**src/rtl/jpeg_packer_pkg.sv**
```systemverilog
// Shared constants and helpers for the JPEG byte packer.
package jpeg_packer_pkg;

  localparam int unsigned BYTES_PER_WORD = 4;
  localparam int unsigned WORD_W         = 8 * BYTES_PER_WORD;
  localparam int unsigned STRB_W         = BYTES_PER_WORD;

  localparam logic [7:0] JPEG_MARKER_PREFIX = 8'hFF;
  localparam logic [7:0] JPEG_EOI           = 8'hD9;

  // Contiguous lane mask for n valid bytes (n = 1..4); zero otherwise.
  function automatic logic [STRB_W-1:0] strb_from_count(input logic [2:0] n);
    logic [STRB_W-1:0] m;
    case (n)
      3'd1:    m = 4'b0001;
      3'd2:    m = 4'b0011;
      3'd3:    m = 4'b0111;
      3'd4:    m = 4'b1111;
      default: m = 4'b0000;
    endcase
    return m;
  endfunction

endpackage

```
**src/rtl/jpeg_packer_out_slot.sv**
```systemverilog
// One-entry holding register for packed words toward the decoder inport.
module jpeg_packer_out_slot
  import jpeg_packer_pkg::*;
(
  input  logic              clk_i,
  input  logic              rst_i,
  input  logic              push,
  input  logic [WORD_W-1:0] push_data,
  input  logic [STRB_W-1:0] push_strb,
  input  logic              push_last,
  input  logic              accept,
  output logic              valid,
  output logic [WORD_W-1:0] data,
  output logic [STRB_W-1:0] strb,
  output logic              last,
  output logic              slot_free_c
);

  assign slot_free_c = ~valid | accept;

  // Producer only pushes when slot_free_c is high, so a push always wins.
  always_ff @(posedge clk_i or negedge rst_i) begin
    if (!rst_i) begin
      valid <= 1'b0;
      data  <= '0;
      strb  <= '0;
      last  <= 1'b0;
    end else if (push) begin
      valid <= 1'b1;
      data  <= push_data;
      strb  <= push_strb;
      last  <= push_last;
    end else if (accept) begin
      valid <= 1'b0;
    end
  end

endmodule

```
**src/rtl/jpeg_byte_packer.sv**
```systemverilog
// Packs a byte stream little-endian into 32-bit words with strobes and last.
// Optional EOI (FF D9) forced flush: define JPEG_PACKER_EOI_DETECT_EN.
module jpeg_byte_packer
  import jpeg_packer_pkg::*;
#(
  parameter int unsigned CNT_W = 32
) (
  input  logic              clk_i,
  input  logic              rst_i,
  input  logic              byte_valid_i,
  input  logic [7:0]        byte_data_i,
  input  logic              byte_last_i,
  output logic              byte_ready_o,
  output logic              outport_valid_o,
  output logic [WORD_W-1:0] outport_data_o,
  output logic [STRB_W-1:0] outport_strb_o,
  output logic              outport_last_o,
  input  logic              outport_accept_i,
  output logic [CNT_W-1:0]  byte_count_o,
  output logic              idle_o
);

  logic [WORD_W-1:0] acc_data_q, acc_data_d;
  logic [2:0]        acc_cnt_q, acc_cnt_d;
  logic              acc_last_q, acc_last_d;
  logic [CNT_W-1:0]  byte_count_q;

  logic              slot_free_c;
  logic              byte_fire_c;
  logic              eff_last_c;
  logic              complete_c;
  logic              push_c;
  logic [WORD_W-1:0] lane_word_c;
  logic [WORD_W-1:0] push_data_c;
  logic [STRB_W-1:0] push_strb_c;
  logic              push_last_c;

  assign byte_ready_o = ~acc_last_q & (slot_free_c | (acc_cnt_q < 3'd3));
  assign byte_fire_c  = byte_valid_i & byte_ready_o;
  assign lane_word_c  = acc_data_q | (WORD_W'(byte_data_i) << {acc_cnt_q[1:0], 3'b000});
  assign complete_c   = byte_fire_c & ((acc_cnt_q == 3'(BYTES_PER_WORD - 1)) | eff_last_c);

`ifdef JPEG_PACKER_EOI_DETECT_EN
  logic ff_seen_q;

  assign eff_last_c = byte_last_i | (ff_seen_q & (byte_data_i == JPEG_EOI));

  // Tracks whether the previous accepted byte was a marker prefix.
  always_ff @(posedge clk_i or negedge rst_i) begin
    if (!rst_i) begin
      ff_seen_q <= 1'b0;
    end else if (byte_fire_c) begin
      ff_seen_q <= (byte_data_i == JPEG_MARKER_PREFIX) & ~eff_last_c;
    end
  end
`else
  assign eff_last_c = byte_last_i;
`endif

  // Word push and accumulator next-state; a parked last word drains first.
  always_comb begin
    push_c      = 1'b0;
    push_data_c = lane_word_c;
    push_strb_c = strb_from_count(acc_cnt_q + 3'd1);
    push_last_c = eff_last_c;
    acc_data_d  = acc_data_q;
    acc_cnt_d   = acc_cnt_q;
    acc_last_d  = acc_last_q;
    if (acc_last_q) begin
      push_data_c = acc_data_q;
      push_strb_c = strb_from_count(acc_cnt_q);
      push_last_c = 1'b1;
      if (slot_free_c) begin
        push_c     = 1'b1;
        acc_data_d = '0;
        acc_cnt_d  = 3'd0;
        acc_last_d = 1'b0;
      end
    end else if (complete_c && slot_free_c) begin
      push_c     = 1'b1;
      acc_data_d = '0;
      acc_cnt_d  = 3'd0;
    end else if (byte_fire_c) begin
      acc_data_d = lane_word_c;
      acc_cnt_d  = acc_cnt_q + 3'd1;
      acc_last_d = complete_c;
    end
  end

  always_ff @(posedge clk_i or negedge rst_i) begin
    if (!rst_i) begin
      acc_data_q   <= '0;
      acc_cnt_q    <= 3'd0;
      acc_last_q   <= 1'b0;
      byte_count_q <= '0;
    end else begin
      acc_data_q <= acc_data_d;
      acc_cnt_q  <= acc_cnt_d;
      acc_last_q <= acc_last_d;
      if (byte_fire_c) begin
        byte_count_q <= byte_count_q + CNT_W'(1);
      end
    end
  end

  jpeg_packer_out_slot u_out_slot (
    .clk_i       (clk_i),
    .rst_i       (rst_i),
    .push        (push_c),
    .push_data   (push_data_c),
    .push_strb   (push_strb_c),
    .push_last   (push_last_c),
    .accept      (outport_accept_i),
    .valid       (outport_valid_o),
    .data        (outport_data_o),
    .strb        (outport_strb_o),
    .last        (outport_last_o),
    .slot_free_c (slot_free_c)
  );

  assign byte_count_o = byte_count_q;
  assign idle_o       = (acc_cnt_q == 3'd0) & ~acc_last_q & ~outport_valid_o;

endmodule

```
**config.mk**
```make
export PLATFORM = sky130hd
export DESIGN_NAME = jpeg_byte_packer
export DESIGN_NICKNAME = d
export VERILOG_FILES = /design/src/rtl/jpeg_packer_pkg.sv /design/src/rtl/jpeg_packer_out_slot.sv /design/src/rtl/jpeg_byte_packer.sv
export SDC_FILE = /design/constraint.sdc
export NUM_CORES = 1
export LEC_CHECK = 0
export CORE_ASPECT_RATIO = 0.7
export CORE_UTILIZATION = 50
export CTS_CLUSTER_SIZE = 24
export DETAILED_ROUTE_END_ITERATION = 12
export PLACE_DENSITY = 0.84
export SLEW_MARGIN = 20
export SYNTH_ARGS = -nofsm -noshare
export SYNTH_HDL_FRONTEND = slang
export SYNTH_HIERARCHICAL = 1
export SYNTH_SLANG_ARGS = --single-unit
export TNS_END_PERCENT = 30
```
**constraint.sdc**
```tcl
create_clock -name clk_i -period 2.7 [get_ports clk_i]
set_input_delay 0.27 -clock clk_i [delete_from_list [all_inputs] [get_ports clk_i]]
set_output_delay 0.27 -clock clk_i [all_outputs]
set_load 0.05 [all_outputs]
```
==> metrics.txt, run 1 <==
most frequent cells in the layout dfrtp_1 (106), clkdlybuf4s50_1 (81), nor2_1 (46), a21oi_1 (34), a21o_1 (32); Storage cell area about 0.0027 mm2; Bufs and invs on worst path 0; synthesized net count ~430; Yosys top cell area share 0.554; startpoint types flop; final wirelength between 10000 and 15000 um; first-pass detailed-route iteration total 4; Layout Skew between 9 and 10 ps; YS warnings 6; post-synth design cell area 0.00479 mm2; synth top area cells dfrtp_1 (55%), mux2_4 (6.0%), a21o_1 (5.0%); Data required, critical path between 2000 and 3000 ps; status completed; M3 GR Usage 0.0540; crit path time final about 2500 ps; Final TNS setup 0 ps; Starting Density 0.522; mean routed wirelength per cell 17.2 um; syn_area_per_cell ~12 um2; vias per cell about 5.5; Skew-Pair Late Insertion Delay about 350 ps; Core Rows 29; clock sink count around 110; pin count of the biggest net entering global routing 71; final hold slack just under 500 ps; most common cell after layout, fill and taps aside dfrtp_1; share of cells above drive strength 1 0.147; leakage roughly 2.8 nW; # nets final slightly above 500; Area after DPL between 0.005 and 0.006 mm2; max-cap violations 0; fmax a little under 0.4 GHz; max-slew violations 0; Worst Path Max Fanout 7; Final Cell Area a little over 0.006 mm2; multi-input logic area between 0.002 and 0.0025 mm2; Rel. slew slack 0.340; Root Buffer clkbuf_16; count of final setup violators 0; clock buffer count from CTS 9; Cells after Synth 405; CP max stage delay roughly 450 ps; RSZ-0062 raised after global routing no; reg2reg path depth 7; Worst Hold Class in2async; sequential share of the synthesized area 0.554; H-tree depth 3; DR iter-0 viols 168; fin crit share 0.944; chip width ~120 um; GRT overflow 0; Ports between 80 and 90; placer congestion estimate a little over 0.8; first-pass GRT wire length about 17000 um; gr busiest metal met2; Vert. Die Dim between 80 and 90 um; post-route ant nets 0; CTS max path bufs 2; Crit path arrival time around 2800 ps; Crit Path Category reg2reg; vias in the first global route ~3500; ANT cells 0; fill count ~680; Slew @ Worst Pin between 900 and 1000 ps; met2 Usage GRT 0.346; Overall Global Routing Usage 0.224; DP HPWL just over 7000 um; core area between 0.009 and 0.01 mm2; register bit total from synthesis 106; WP depth 7; GR Layer Usage met1 0.312; Critical Path End Type flop; Netlist cell types 38; P&R area growth vs syn 25.9%; cell family with most CP delay compound AO/OA/AOI/OAI gates; initial antenna violation count 0; crit path cell chain ha_1 -> ha_1 -> o211ai_1 -> o21ai_1 -> a311o_1 -> a311o_1 -> mux2_2; PD cells 1130 mW/mm2; Worst VDD drop 0.856 mV; Hold Vio Cnt, Final 0; PortBufs 84; leading area contributor after synthesis dfrtp_1; slowest CP cell dfrtp_1; drc violations 0; TritonCTS clock tree built; clk slew on worst S/H paths 80 ps; vias between 3000 and 4000; die area 0.00998 mm2; postcts setup bufs 0
[report_power, final]
group	switching [mW]	internal (mW)
clock network	0.591	0.635
logic	1.90	1.24
registers	0.358	2.07
total	2.85	3.94
[Yosys cell counts]
cell type,number
dfrtp_1,106
nor2_1,46
a21oi_1,34
a21o_1,32
xnor2_1,26
mux2_2,19
mux2_4,19
nand2_1,16
nand3_1,13
buf_1,10
nand4_1,10
ha_1,9
inv_1,7
nor3_1,6
o21ai_0,6
xor2_1,5
and4_1,4
buf_2,4
buf_6,4
clkbuf_1,3
nand2b_1,3
o22ai_1,3
a311o_1,2
and3_1,2
nand4_2,2
nor4_4,2
a32o_1,1
and4_4,1
mux2i_1,1
nand3_4,1
nor2b_1,1
nor3_2,1
nor4b_1,1
o211ai_1,1
o21a_1,1
o21ai_1,1
o21ai_2,1
or2_2,1
[sequential cells by signal, summed over array words and instances (netlist names)]
| name | count |
|---|---|
| acc_cnt_q | 3 |
| acc_data_q | 32 |
| acc_last_q | 1 |
| byte_count_o | 32 |
| u_out_slot/data | 32 |
| u_out_slot/last | 1 |
| u_out_slot/strb | 4 |
| u_out_slot/valid | 1 |
[final timing paths]
| path | from | slack, ps | to |
|---|---|---|---|
| setup / recovery | acc_cnt_q[0]$_DFFE_PN0P_ | 150 | u_out_slot/strb[0]$_DFFE_PN0P_ |
| hold / removal | rst_i | 490 | u_out_slot/data[15]$_DFFE_PN0P_ |
| min in group clk_i | byte_count_o[31]$_DFFE_PN0N_ | 500 | byte_count_o[31]$_DFFE_PN0N_ |
| hold reg to reg | byte_count_o[31]$_DFFE_PN0N_ | 500 | byte_count_o[31]$_DFFE_PN0N_ |
| max in group asynchronous | rst_i | 1470 | byte_count_o[29]$_DFFE_PN0N_ |
| setup reg to reg | acc_cnt_q[0]$_DFFE_PN0P_ | 150 | u_out_slot/strb[0]$_DFFE_PN0P_ |
[final cells by class]
class	instances	area share
repair buffers	91	0.152
multi-input cells	271	0.332
clock buffers	10	0.0380
inverters	7	0.00436
well taps	124	0.0257
flip-flops and latches	106	0.440
clock inverters	6	0.00830
[per-layer routing]
layer / up-vias / part of all wire
li1: 1576 / -
met1: 1676 / 0.46
met2: 94 / 0.48
met3: 16 / 0.049
met4: 0 / 0.015
met5: - / 0
[through the flow]
stage          std cells  total power [mW]   util  setup WS [ps]
3_5_place_dp         598              5.56  0.626            207
5_1_grt              615              7.11  0.657           36.7
6_report             615              6.79  0.657            152
3_3_place_gp         598              5.46  0.626            385
2_1_floorplan        405              4.58      -            407
4_1_cts              615              6.82  0.657            181
[timing repair]
| item | CTS | global route |
|---|---|---|
| gates resized for setup | 1 | 0 |
| hold endpoints to repair | 53 | 0 |
| endpoints found under the setup margin | 1 | 0 |
| hold buffers | 1 | 0 |
[cells by family (layout without fill, tap and decap cells)]
kind of cell               count (synthesis)  after routing  synth area share
xor gates and xnor gates                  31             31            0.0567
AOI/OAI and AO/OA                         82             82             0.108
and+or+nand+nor                          110            110             0.122
DFF                                      106            106             0.554
adders and majority gates                  9              9            0.0235
muxes                                     39             39             0.106
buffers and inverters                     28            114            0.0293
No activity file was read; power rests on OpenSTA's default activity.
==> inputs of run 2 (changes only) <==
Settings changed: CTS_BUF_LIST set to sky130_fd_sc_hd__clkbuf_4, PLACE_DENSITY 0.84 to 0.76.
==> run 2 against run 1 <==
  * Worst setup slack better by 1.4 ps
  * Power decreased by 4.5%
  * Maximum frequency about the same
  * Cell area decreased by 1.5%
  * Worst hold slack got worse by 130 ps
  * Combinational power decreased by 2%
  * Clock power down 20%
  * Flip-flop and latch count is the same
  * Wire length decreased by 4.1%
  * Largest power group unchanged
  * Highest routed layer unchanged
==> metrics.txt, run 2 (same netlist as run 1, synthesis figures left out) <==
Core Rows 29 (unchanged); ANT cells 0 (unchanged); drc violations 0 (unchanged); clock buffer count from CTS 9 (unchanged); Worst Hold Class in2async (unchanged); chip width 119 um (unchanged); initial antenna violation count 0 (unchanged); Crit path arrival time 2900 ps (was 2780 ps); PortBufs 84 (unchanged); Final TNS setup 0 ps (unchanged); clk slew on worst S/H paths 150 ps (was 80 ps); Vert. Die Dim 83.9 um (unchanged); count of final setup violators 0 (unchanged); pin count of the biggest net entering global routing 59 (was 71); Layout Skew 15.6 ps (was 9.87 ps); GRT overflow 0 (unchanged); clock sink count 106 (unchanged); post-route ant nets 0 (unchanged); crit path time final 2550 ps (about the same); CTS max path bufs 2 (unchanged); share of cells above drive strength 1 0.149 (was 0.147); Ports 85 (unchanged); Tot Pwr 6.49 mW (was 6.79 mW); fmax 0.393 GHz (was 0.392 GHz); vias 3308 (was 3362); postcts setup bufs 0 (unchanged); Worst VDD drop 0.771 mV (was 0.856 mV); Crit Path Category reg2reg (unchanged); TritonCTS clock tree built (unchanged); first-pass GRT wire length 17000 um (was 17400 um); fin crit share 0.943 (was 0.944); Slew @ Worst Pin 885 ps (was 983 ps); # nets final 507 (was 508); startpoint types flop (unchanged); most frequent cells in the layout dfrtp_1 (106), clkdlybuf4s50_1 (81), nor2_1 (46), a21oi_1 (34), a21o_1 (32) (unchanged); Rel. slew slack 0.406 (was 0.340); Worst Path Max Fanout 12 (was 7); vias in the first global route 3292 (was 3462); vias per cell 5.39 (was 5.47); Overall Global Routing Usage 0.220 (was 0.224); max-cap violations 0 (unchanged); H-tree depth 3 (unchanged); Starting Density 0.522 (unchanged); leakage 2.82 nW (was 2.85 nW); max-slew violations 0 (unchanged); DP HPWL 7150 um (was 7190 um); Skew-Pair Late Insertion Delay 460 ps (was 350 ps); Hold Vio Cnt, Final 0 (unchanged); PD cells 1090 mW/mm2 (was 1130 mW/mm2); final wirelength 10200 um (was 10600 um); first-pass detailed-route iteration total 4 (unchanged); Data required, critical path 3050 ps (was 2930 ps); Critical Path End Type flop (unchanged); core area 0.00918 mm2 (unchanged); RSZ-0062 raised after global routing no (unchanged); most common cell after layout, fill and taps aside dfrtp_1 (unchanged); mean routed wirelength per cell 16.5 um (was 17.2 um); P&R area growth vs syn 24.0% (was 25.9%); die area 0.00998 mm2 (unchanged); status completed (unchanged); placer congestion estimate 0.862 (was 0.823); Root Buffer clkbuf_4 (was clkbuf_16); DR iter-0 viols 247 (was 168)
[run 2: cell type report]
cell class	instances	area (um2)
clock buffers	11	82.6
multi-input cells	271	2000
clock inverters	5	103
inverters	7	26.3
repair buffers	90	916
well taps	124	155
fillers	718	3240
flip-flops and latches	106	2650
[run 2: power by group]
| group | total, mW | internal [mW] | switching, mW |
|---|---|---|---|
| logic | 3.07 | 1.22 | 1.85 |
| registers | 2.43 | 2.06 | 0.367 |
| clock network | 0.987 | 0.489 | 0.499 |
[run 2: critical path, cell delays in order, from the launching register on]
cell and delay [ps]:
dfrtp_1 530, ha_1 320, ha_1 350, o211ai_1 180, o21ai_1 120, a311o_1 360
a311o_1 320, mux2_2 270
[run 2: what timing repair did]
item	in CTS	in global routing
setup endpoints to repair	1	1
hold buffers	1	0
endpoints found under the hold margin	48	0
gates resized for setup	1	3
[run 2: per-layer routing]
layer  vias up  wire length, um  GRT usage  share of wire
met5         -                0          0              0
met4         0              157     0.0690          0.015
met3        17              349     0.0492          0.034
met2        62             4580      0.318           0.45
met1      1655             5060      0.328           0.50
li1       1574                -          -              -
[run 2: through the flow]
step | std cells | utilization | worst slack, ps | instance area (um2) | hold slack [ps]
global placement | 597 | 0.626 | 305 | 5750 | 328
global route | 614 | 0.647 | 78.2 | 5940 | 412
CTS | 614 | 0.647 | 121 | 5940 | 353
finish | 614 | 0.647 | 153 | 5940 | 365
detailed placement | 597 | 0.626 | 210 | 5750 | 331
floorplan | 405 | - | 407 | 4790 | -25.6
[run 2: final timing paths]
path                                                  endpoint  depth (start not counted)                         start  slack [ps]
worst max-delay path            u_out_slot/strb[0]$_DFFE_PN0P_                          7      acc_cnt_q[0]$_DFFE_PN0P_         150
worst min-delay path                acc_data_q[15]$_DFFE_PN0P_                          2                         rst_i         370
worst max register to register  u_out_slot/strb[0]$_DFFE_PN0P_                          7      acc_cnt_q[0]$_DFFE_PN0P_         150
worst min register to register    byte_count_o[31]$_DFFE_PN0N_                          1  byte_count_o[31]$_DFFE_PN0N_         480
max in group asynchronous         byte_count_o[12]$_DFFE_PN0N_                          3                         rst_i        1610
min in group clk_i                byte_count_o[31]$_DFFE_PN0N_                          1  byte_count_o[31]$_DFFE_PN0N_         480
==> inputs of run 3 (changes only) <==
Settings changed: ABC_CLOCK_PERIOD_IN_PS set to 2700, SLEW_MARGIN 20 to 15.
==> results of run 3 <==
No change in the layout: final DEF, timing and power equal those of run 2.
==> patch 1, RTL diff (flow settings as in run 3) <==
Register the output `byte_count_o` once more, with the module's reset; this adds one clock of latency there. The other outputs are not delayed to match.
--- a/src/rtl/jpeg_byte_packer.sv
+++ b/src/rtl/jpeg_byte_packer.sv
@@ -118,7 +118,13 @@
     .slot_free_c (slot_free_c)
   );
 
-  assign byte_count_o = byte_count_q;
+  always_ff @(posedge clk_i or negedge rst_i) begin
+    if (!rst_i) begin
+      byte_count_o <= '0;
+    end else begin
+      byte_count_o <= byte_count_q;
+    end
+  end
   assign idle_o       = (acc_cnt_q == 3'd0) & ~acc_last_q & ~outport_valid_o;
 
 endmodule
Behaviour: not the same (Yosys sat finds a counterexample within 4 cycles, from zero or initial values and one cycle with rst_i low).
==> patch 1 against run 3 <==
Worst setup slack gained 0.0053 ns; sequential cell count grew 32; area after synthesis grew 20%; critical path depth is the same; final area grew 18%; wire length grew 22%; count of clock-buffer cells in the layout grew 8; power grew 16%; synthesized cell count grew 14%; largest power group unchanged.
==> patch 1: results (changes against run 3) <==
qor: logic_synthesis.synthesized_area_fraction_occupied_by_ao_oa_aoi_and_oai_cells 9.48% [-1.3 points]
qor: place.post_dp_cell_area 0.00675 mm² [+17%]
qor: cells_and_area.multiInputGateArea 0.00209 mm² [+4.3%]
qor: cells_and_area.area.share.sequential 49.3% [+4.7 points]
qor: place.placed_cells 686 [+15%]
qor: sta.worst_clock_skew 0.0239 ns [+0.00830 ns]
qor: place.place.gp.congestion 0.831 [-3.5%]
qor: clock_tree.worstSkewPairLatency 0.53 ns [+0.07 ns]
qor: logic_synthesis.synth_cell_types 39 [+2.6%]
qor: clock_tree.numCtsBuffers 17 [+8]
qor: clock_tree.cts.sinks 138 [+30%]
qor: cells_and_area.drive_above_1_share 16.8% [+1.9 points]
qor: run_status.status completed
qor: place.dp_worst_setup_slack 0.227 ns [+0.0172 ns]
qor: logic_synthesis.synth_area_per_cell 12.4 µm² [+4.8%]
qor: detailed_routing.routed_wirelength 12400 µm [+22%]
qor: detailed_routing.avgRoutedWirePerCell 17.2 µm [+4.2%]
qor: critical_path.worst_r2r_startpoint acc_cnt_q[2]
qor: cells_and_area.area_growth 22.3%
qor: cells_and_area.nNonClkBuffers 98 [+8.9%]
qor: sta.min_period_over_period 94.1% [-0.20 points]
qor: cells_and_area.n_clock_buffer 19 [+8]
qor: clock_tree.cts_htree_levels 4 [+1]
qor: logic_synthesis.synth-adder-area-share 1.97% [-0.38 points]
qor: cells_and_area.nNetsFinal 575 [+13%]
qor: cells_and_area.layout.nonclk_buf_share 13.8% [-1.6 points]
qor: cells_and_area.layout.clock.cell_area_share 3.50% [+0.38 points]
qor: global_routing.grt_pass1_wl 20300 µm [+19%]
qor: critical_path.crit_path_max_fanout 9 [-3]
## patch 1: changes by cell type in the layout (fill, tap and decap cells not counted), sizes merged, moves of 5 or more
cell,before,now
xnor2,26,7
nand4,12,5
nor3,7,12
inv,7,14
clkinv,1,7
xor2,5,24
clkbuf,12,19
nor4,2,16
buf,7,16
dfrtp,106,138
## patch 1: timing repair
action / CTS / global route
hold buffers: 1 / 0
setup endpoints to repair: 0 / 0
hold endpoints to repair: 68 / 0
## patch 1: per-layer routing
| metal | GRT usage, % | routed length, µm | part of all wire, % | vias to the layer above |
|---|---|---|---|---|
| li1 | - | - | - | 1775 |
| met1 | 32.6 | 5730 | 46 | 1903 |
| met2 | 33.7 | 5680 | 46 | 100 |
| met3 | 7.19 | 815 | 6.6 | 11 |
| met4 | 6.01 | 128 | 1.0 | 0 |
| met5 | 0 | 0 | 0 | - |
## patch 1: where the power goes
group | switching, mW | total, mW | internal, mW
sequential | 0.389 | 3.00 | 2.61
combinational | 2.03 | 3.34 | 1.31
clock | 0.747 | 1.21 | 0.466
==> patch 2, RTL diff (flow settings as in run 3) <==
Made on the original files. The package constant `BYTES_PER_WORD` goes from 4 to 8.
--- a/src/rtl/jpeg_packer_pkg.sv
+++ b/src/rtl/jpeg_packer_pkg.sv
@@ -1,7 +1,7 @@
 // Shared constants and helpers for the JPEG byte packer.
 package jpeg_packer_pkg;
 
-  localparam int unsigned BYTES_PER_WORD = 4;
+  localparam int unsigned BYTES_PER_WORD = 8;
   localparam int unsigned WORD_W         = 8 * BYTES_PER_WORD;
   localparam int unsigned STRB_W         = BYTES_PER_WORD;
 
Interface: changed (resized outport_data_o and outport_strb_o); port bits go from 85 to 121. No check against the original RTL was run, so the function may have changed too.
==> patch 2 against run 3 <==
Count of clock-buffer cells in the layout grew 8; worst hold slack lost 0.12 ns; worst setup slack gained 0.063 ns; sequential share of layout area shrank 1.3 points; via count grew 28%; final area grew 38%; clock skew is essentially flat; wire length grew 33%; power grew 34%; sequential cell count grew 36; area after synthesis grew 34%; critical path type unchanged.
==> patch 2: results (changes against run 3) <==
qor: place.place.gp.congestion 0.864 [+0.30%]
qor: cells_and_area.layout.clock.cell_area_share 3.82% [+0.70 points]
qor: critical_path.reg_to_reg_slack_setup 0.22 ns [+0.06 ns]
qor: detailed_routing.dr_wl_met3 976 µm [+180%]
qor: logic_synthesis.synth-adder-area-share 1.76% [-0.59 points]
qor: cells_and_area.multi_input_area_share 33.7% [about the same]
qor: clock_tree.numCtsBuffers 17 [+8]
qor: clock_tree.worstSkewPairLatency 0.53 ns [+0.07 ns]
qor: critical_path.cp.arrival 2.89 ns [about the same]
qor: logic_synthesis.synth_top_cells_by_count sky130_fd_sc_hd__dfrtp_1, sky130_fd_sc_hd__mux2_4, sky130_fd_sc_hd__nor2_1
qor: logic_synthesis.ys_ff_latch 142 [+34%]
qor: cells_and_area.nMultiInputCombCells 346 [+28%]
qor: cells_and_area.area.sequential 0.00355 mm² [+34%]
qor: detailed_routing.dr_wl_met2 5860 µm [+28%]
qor: cells_and_area.layout.nonclk_buf_share 16.2% [+0.78 points]
qor: clock_tree.cts_resized 0 [-1]
qor: pwr.p_comb_share 47.3% [about the same]
qor: cells_and_area.layout.filler_cells 950 [+32%]
qor: logic_synthesis.synth_cell_types 42 [+11%]
qor: clock_tree.cts_htree_levels 4 [+1]
qor: cells_and_area.drive_above_1_share 19.7% [+4.8 points]
qor: pwr.power_dissipated_by_switching_net_loads 3.64 mW [+34%]
qor: logic_synthesis.synthesized_area_fraction_occupied_by_ao_oa_aoi_and_oai_cells 8.35% [-2.5 points]
qor: run_status.status completed
qor: place.post_dp_cell_area 0.00787 mm² [+37%]
-- patch 2: cell families after synthesis --
family,count (synthesis)
muxes,77
buffers and inverters,35
adders and majority gates,9
DFF,142
xor gates and xnor gates,31
other,1
AOI/OAI and AO/OA,81
and+or+nand+nor,112
-- patch 2: worst max-delay path by stage --
stage / slack, ns / start / cells after the start / end
6_report: 0.22 / acc_cnt_q[2] / 7 / u_out_slot/strb[0]
4_1_cts: 0.24 / acc_cnt_q[2] / 7 / u_out_slot/strb[0]
3_3_place_gp: 0.40 / acc_cnt_q[2] / 7 / u_out_slot/strb[0]
3_5_place_dp: 0.26 / acc_cnt_q[2] / 7 / u_out_slot/strb[0]
2_1_floorplan: 0.28 / u_out_slot/valid / 5 / byte_count_o[1]
5_1_grt: 0.12 / acc_cnt_q[2] / 7 / u_out_slot/strb[0]
